==> config.mk <==
export PLATFORM = sky130hd
export DESIGN_NAME = mem_port_arbiter
export DESIGN_NICKNAME = d
export VERILOG_FILES = /design/src/rtl/mem_port_arbiter.sv
export SDC_FILE = /design/constraint.sdc
export NUM_CORES = 1
export LEC_CHECK = 0
export BUFFER_PORTS_ARGS = -buffer_cell sky130_fd_sc_hd__buf_2
export CAP_MARGIN = 30
export CORE_MARGIN = 2
export CORE_UTILIZATION = 45
export DETAILED_ROUTE_END_ITERATION = 7
export PLACE_DENSITY = 0.79
export REMOVE_ABC_BUFFERS = 1
export SLEW_MARGIN = 20
export SYNTH_ARGS = -nofsm -noshare
export SYNTH_HDL_FRONTEND = slang
export SYNTH_SLANG_ARGS = --single-unit
==> constraint.sdc <==
create_clock -name clk -period 2.4 [get_ports clk]
set_clock_uncertainty 0.15 [all_clocks]
set_input_delay 0.12 -clock clk [delete_from_list [all_inputs] [get_ports clk]]
set_output_delay 0.12 -clock clk [all_outputs]
set_load 0.1 [all_outputs]
==> src/rtl/mem_port_arbiter.sv <==
// rtl/mem_port_arbiter.sv - shares one memory port between the fetch and load/store stages
// One transaction in flight; read data is returned to the granted requester.
module mem_port_arbiter #(
    parameter int XLEN             = 32,
    parameter int MEM_READ_LATENCY = 1,
    parameter int DATA_PRIORITY    = 1
) (
    input  logic            clk,
    input  logic            reset,
    input  logic            fetch_req,
    input  logic [XLEN-1:0] fetch_addr,
    output logic            fetch_complete,
    output logic [XLEN-1:0] fetch_r_data,
    input  logic            data_req,
    input  logic [XLEN-1:0] data_addr,
    input  logic            data_we,
    input  logic [XLEN-1:0] data_w_data,
    input  logic [3:0]      data_w_mask,
    output logic            data_complete,
    output logic [XLEN-1:0] data_r_data,
    output logic [XLEN-1:0] mem_addr,
    output logic            mem_w_en,
    output logic [XLEN-1:0] mem_w_data,
    output logic [3:0]      mem_w_mask,
    input  logic [XLEN-1:0] mem_r_data,
    output logic            busy
);

    typedef enum logic [1:0] {
        IDLE   = 2'd0,
        ACCESS = 2'd1,
        DONE   = 2'd2
    } state_t;

    localparam logic [2:0] LAT_LAST = 3'(MEM_READ_LATENCY);

    state_t          state_q, state_d;
    logic            gnt_data_q, gnt_data_d;
    logic            we_q, we_d;
    logic [2:0]      lat_q, lat_d;
    logic            last_data_q, last_data_d;
    logic [XLEN-1:0] mem_addr_q, mem_addr_d;
    logic            mem_w_en_q, mem_w_en_d;
    logic [XLEN-1:0] mem_w_data_q, mem_w_data_d;
    logic [3:0]      mem_w_mask_q, mem_w_mask_d;
    logic [XLEN-1:0] fetch_r_data_q, fetch_r_data_d;
    logic [XLEN-1:0] data_r_data_q, data_r_data_d;
    logic            pick_data;

    // On a tie without data priority, the requester not served last wins.
    assign pick_data = data_req && (!fetch_req || (DATA_PRIORITY != 0) || !last_data_q);

    always_comb begin
        state_d        = state_q;
        gnt_data_d     = gnt_data_q;
        we_d           = we_q;
        lat_d          = lat_q;
        last_data_d    = last_data_q;
        mem_addr_d     = mem_addr_q;
        mem_w_en_d     = 1'b0;
        mem_w_data_d   = '0;
        mem_w_mask_d   = 4'b0000;
        fetch_r_data_d = fetch_r_data_q;
        data_r_data_d  = data_r_data_q;
        case (state_q)
            IDLE: begin
                if (fetch_req || data_req) begin
                    state_d     = ACCESS;
                    gnt_data_d  = pick_data;
                    last_data_d = pick_data;
                    lat_d       = 3'd0;
                    if (pick_data) begin
                        mem_addr_d = data_addr;
                        we_d       = data_we;
                        if (data_we) begin
                            mem_w_en_d   = 1'b1;
                            mem_w_data_d = data_w_data;
                            mem_w_mask_d = data_w_mask;
                        end
                    end else begin
                        mem_addr_d = fetch_addr;
                        we_d       = 1'b0;
                    end
                end
            end
            ACCESS: begin
                if (we_q) begin
                    state_d = DONE;
                end else if (lat_q == LAT_LAST) begin
                    state_d = DONE;
                    if (gnt_data_q) begin
                        data_r_data_d = mem_r_data;
                    end else begin
                        fetch_r_data_d = mem_r_data;
                    end
                end else begin
                    lat_d = lat_q + 3'd1;
                end
            end
            DONE: begin
                state_d = IDLE;
            end
            default: begin
                state_d = IDLE;
            end
        endcase
    end

    always_ff @(posedge clk) begin
        if (reset) begin
            state_q        <= IDLE;
            gnt_data_q     <= 1'b0;
            we_q           <= 1'b0;
            lat_q          <= 3'd0;
            last_data_q    <= 1'b0;
            mem_addr_q     <= '0;
            mem_w_en_q     <= 1'b0;
            mem_w_data_q   <= '0;
            mem_w_mask_q   <= 4'b0000;
            fetch_r_data_q <= '0;
            data_r_data_q  <= '0;
        end else begin
            state_q        <= state_d;
            gnt_data_q     <= gnt_data_d;
            we_q           <= we_d;
            lat_q          <= lat_d;
            last_data_q    <= last_data_d;
            mem_addr_q     <= mem_addr_d;
            mem_w_en_q     <= mem_w_en_d;
            mem_w_data_q   <= mem_w_data_d;
            mem_w_mask_q   <= mem_w_mask_d;
            fetch_r_data_q <= fetch_r_data_d;
            data_r_data_q  <= data_r_data_d;
        end
    end

    assign fetch_complete = (state_q == DONE) && !gnt_data_q;
    assign data_complete  = (state_q == DONE) && gnt_data_q;
    assign busy           = (state_q != IDLE);
    assign mem_addr       = mem_addr_q;
    assign mem_w_en       = mem_w_en_q;
    assign mem_w_data     = mem_w_data_q;
    assign mem_w_mask     = mem_w_mask_q;
    assign fetch_r_data   = fetch_r_data_q;
    assign data_r_data    = data_r_data_q;

endmodule
# Word level (Yosys, flattened, before mapping)
# Cells that the tools add are included.
[word_totals] regBits=140 romBits=0 ram_bits=0 memories=0 out_inout_bits=136 latch_bits=0
[op_classes] add_sub_neg=1 shifts=0 n_div=0 mux=11 magnitude_cmp=0 n_reduce_logical=14 multipliers=0 n_eq_ne=7 bitwise=6
[op_table] op="32-bit 2-to-1 mux" count=1
[op_table] op="4-bit AND reduction" count=3
[op_table] op="3-bit 2-to-1 mux" count=3
[op_table] op="2-bit 2-to-1 mux" count=3
[op_table] op="2-bit != test, second input constant" count=3
[op_table] op="1-bit NOT" count=6
[op_table] op="3-bit one-hot mux with 2 select lines" count=1
[op_table] op="5-bit OR reduction" count=1
[op_table] op="2-bit one-hot mux with 2 select lines" count=1
[op_table] op="2-bit AND reduction" count=2
[op_table] op="2-bit nonzero test" count=2
[op_table] op="4-bit OR reduction" count=1
[op_table] op="3-bit by 1-bit adder with 3-bit output, second input constant" count=1
[op_table] op="3-bit by 1-bit equality test with 1-bit output, second input constant" count=1
[op_table] op="3-bit != test, second input constant" count=1
[op_table] op="2-bit by 1-bit equality test with 1-bit output, second input constant" count=1
[op_table] op="2-bit equality test, second input constant" count=1
[op_table] op="1-bit logical AND" count=2
[op_table] op="2-bit logical NOT" count=1
[op_table] op="1-bit 2-to-1 mux" count=2
[op_table] op="1-bit logical NOT" count=1
[op_table] op="1-bit logical OR" count=1

# Longest topological paths before layout
[logic_depth] ltp_word=4 mapped_depth=6

# Worst setup path after synthesis
# Ideal clock, no wire load.
[synth_timing] kind="register to output" startpoint="register state_q[1]" endpoint="output fetch_complete" arrival_ns=2.643 path_stages_with_launch=2 required_ns=2.130 path_buffers=0 setup_slack_ns=-0.513 path_cell_list="dfxtp_1 > nor3b_1"
[synth_via] elab_chain_cells=2
[synth_rtl] item="start, declared" line="37" rtl="state_t state_q, state_d;"
[synth_rtl] item="start signal, assigned" line="123" rtl="state_q <= state_d;"
[synth_rtl] item="2-bit equality test" line="137" rtl="assign fetch_complete = (state_q == DONE) && !gnt_data_q;"
[synth_rtl] item="1-bit logical AND" line="137"
[synth_rtl] item="end, declared" line="12" rtl="output logic fetch_complete,"
# Every way passes these cells.

# Final worst setup path
[layout_timing] startpoint="input data_req" endpoint="register mem_addr_q[5] (netlist: mem_addr[5])"
[layout_via] elab_chain_cells=2 word_cells_on_any_way=3 cone_classes="mux (1); reduce/logical (2)"
[layout_rtl] item="start, declared" line="14" rtl="input logic data_req,"
[layout_rtl] item="1-bit logical OR" line="67" rtl="if (fetch_req || data_req) begin"
[layout_rtl] item="2-bit AND reduction (no line)"
[layout_rtl] item="end signal, assigned" line="128" rtl="mem_addr_q <= mem_addr_d;"
[layout_rtl] item="end, declared" line="42" rtl="logic [XLEN-1:0] mem_addr_q, mem_addr_d;"
# Parallel ways exist; a longest one is shown, timed or not.
# A chain may end at the register's enable or synchronous reset.

==> flow_summary.yaml <==
detailed_routing:
  drt_pre_antenna_iters: 4
  route.detailed.wl_per_inst_um: 15.9
  postRouteWirelength_mm: 17.3
  via_per_inst: 4.88
  first_iter_violations: 283
  antenna_left: 0
  vias: 5304
  drcViolationCount: 0
clock_tree:
  clk_path_buf_depth: 2
  cts_tree: "built"
  holdBufCountCts: 135
  cts_resized: 0
  cts_sinks: 140
  numCtsBuffers: 17
  htree_num_levels: 4
  clkTransAtPathRegs_ns: 0.06
  clk_latency_ns: 0.42
  postCtsSetupRepairBufs: 0
  root_buffer: "clkbuf_16"
worst_setup_path:
  cp_cell_sequence: "dlygate4sd3_1 -> buf_2 -> buf_4 -> mux2i_1 -> dlygate4sd3_1 -> a211oi_1"
  cp.arrival_ns: 2.23
  required_ns: 2.54
  cp.buffers_inverters: 4
  crit_type: "input pin to flip-flop"
  crit_path_max_fanout: 17
  crit_path_frequent_cell: "dlygate4sd3_1"
  slowest_delay_ns: 0.64
  crit_family: "buffers and inverters"
  cp_slowest_cell: "dlygate4sd3_1"
  cp-end-kind: "flip-flop"
  critical_path.startpoint_type: "input pin"
  r2r_setup_slack_ns: 0.51
yosys:
  netlist_area_um2: 5570
  syn_inst: 509
  synth_area_leaders: "dfxtp_1 (50%), mux2i_1 (17%), or2b_2 (7.2%)"
  synth_mux_area_share_pct: 17.3
  synth_simple_gate_area_share_pct: 19.5
  synth.distinct_cells: 38
  synth_top_family_by_area: "simple AND/OR/NAND/NOR gates"
  ys_seq_area_share_pct: 50.4
  syn_avg_cell_area_um2: 10.9
  synth_top_area_share_pct: 50.4
  synth-xor-area-share_pct: 0
  synth-seq-cells: 140
  synth_compound_area_share_pct: 8.52
  synth_ff_type: "dfxtp_1"
  synth_fa_ha_area_share_pct: 0.450
  yosys.area.top_type: "dfxtp_1"
  synthArstFlopShare_pct: 0
  yosysWarnings: 0
  synth-edff-count: 0
timing:
  drv_slew: 0
  setup_viol: 0
  finalHoldViolCount: 0
  worstMarginPinSlew_ns: 0.648
  slew_headroom_pct: 56.8
  min_period_over_period_pct: 87.2
  fmax_mhz: 478
  rsz0062_at_grt: "false"
  period_minus_slack_ns: 2.09
die:
  start_util_pct: 46.1
  die-area_um2: 13300
  io_pins: 273
  rows: 40
  coreArea_um2: 12100
  chipWidth_um: 115
  die_h_um: 115
final_layout:
  num_antenna_cells: 0
  drive_gt1_share_pct: 39.9
  syn2layout_area_growth_pct: 62.2
  fillers: 749
  seqCellArea_um2: 2800
  multi_input_area_um2: 2560
  final_net_count: 1044
  stdcell_area_um2: 9030
power:
  pwr_density_cell_nw_per_um2: 792
  finalPower_mw: 7.15
  leakagePower_nw: 4.39
  max-vdd-ir-drop_uv: 437
status:
  status: "completed"
global_route:
  use_met1_pct: 27.2
  grt_pass1_vias: 5447
  antenna_found_initial: 0
  grt_pass1_wl_mm: 26.1
  track_usage_pct: 25.4
  grt_use_met2_pct: 45.2
  busiest_layer: "met2"
  grt_use_met3_pct: 7.70
  grt_start_max_net_pins: 90
  grt-ovfl-total: 0
placed_design:
  gp_congestion: 0.766
  dpl_cell_area_um2: 7040
  hpwl_mm: 9.79
  port_buffers: 272
min_path:
  hold_class: "input pin to flip-flop"
flow_run:
  drv_cap: 0
cell usage in the layout, fill, tap and decap left out, types with 2 or more instances in the layout:
cell type | netlist | layout
clkbuf_8 | 0 | 3
dfxtp_1 | 140 | 140
or3_1 | 2 | 2
nand2b_1 | 52 | 52
bufinv_16 | 0 | 4
ha_1 | 2 | 2
clkinv_2 | 0 | 2
mux2i_1 | 96 | 96
buf_2 | 13 | 271
a21oi_1 | 34 | 34
dlygate4sd3_1 | 0 | 135
nor2_2 | 1 | 2
a211oi_1 | 33 | 33
inv_1 | 3 | 3
clkbuf_16 | 0 | 17
nand2_1 | 2 | 2
or2b_2 | 46 | 46
and2_1 | 36 | 36
buf_12 | 0 | 2
clkbuf_1 | 18 | 2
o21ai_0 | 2 | 2
clkinvlp_4 | 0 | 3
buf_4 | 1 | 8
nor2b_1 | 2 | 2
final timing paths:
check / from / to / cells after the start
max: data_req / mem_addr[5] / 6
min: data_we / mem_w_en / 4
max reg2reg: lat_q[0] / fetch_r_data[8] / 5
min reg2reg: fetch_r_data[17] / fetch_r_data[17] / 2
worst min-delay path: cells and delay by family:
kind,cells,cell delay [ns]
buffers and inverters,2,0.31
and+or+nand+nor,2,0.11
Yosys cell counts (3+ instances only):
| cell | n |
|---|---|
| a21oi_1 | 34 |
| and2_1 | 36 |
| or2b_2 | 46 |
| buf_2 | 13 |
| nand2b_1 | 52 |
| a211oi_1 | 33 |
| clkbuf_1 | 18 |
| buf_8 | 3 |
| inv_1 | 3 |
| mux2i_1 | 96 |
| dfxtp_1 | 140 |
cell type report:
class / instances / share of cell area [%]
timing repair buffer: 416 / 31.1
clock inverter: 10 / 1.79
clock buffer: 22 / 5.25
multi-input combinational: 326 / 28.3
sequential: 140 / 31.0
inverter: 4 / 0.166
tap: 168 / 2.33
layer usage:
layer | vias to the layer above | part of all wire (%)
li1 | 2530 | -
met4 | 0 | 2.8
met2 | 260 | 51
met5 | - | 0
met3 | 42 | 7.3
met1 | 2472 | 39
state kept, by name, summed over array words and instances, names as in the netlist:
signal        flops
lat_q             3
state_q           2
mem_w_en          1
data_r_data      32
gnt_data_q        1
we_q              1
mem_w_mask        4
fetch_r_data     32
mem_w_data       32
mem_addr         32
logic make-up after synthesis:
logic type                 Yosys count
DFF                                140
muxes                               96
adders and majority gates            2
and+or+nand+nor                    153
AOI/OAI and AO/OA                   75
buffers and inverters               43
power by group:
| group | switching [mW] | internal, mW | leakage [nW] | total (mW) |
|---|---|---|---|---|
| Clock | 0.983 | 1.82 | 0.303 | 2.80 |
| Sequential | 0.0780 | 2.45 | 1.14 | 2.53 |
| Combinational | 1.30 | 0.517 | 2.95 | 1.82 |
metrics by stage:
stage | hold slack, ns | util (%) | setup TNS, ns | instances | setup WS [ns]
after floorplan | 0.0391 | - | -67.08 | 470 | -0.965
after global placement | 0.167 | 58.4 | 0 | 919 | 0.686
after detailed placement | 0.173 | 58.4 | 0 | 919 | 0.567
after CTS | 0.0458 | 74.9 | 0 | 1086 | 0.486
after global routing | 0.0771 | 74.9 | 0 | 1086 | 0.288
final | 0.0587 | 74.9 | 0 | 1086 | 0.306
Power figures use the tool's default switching activity.
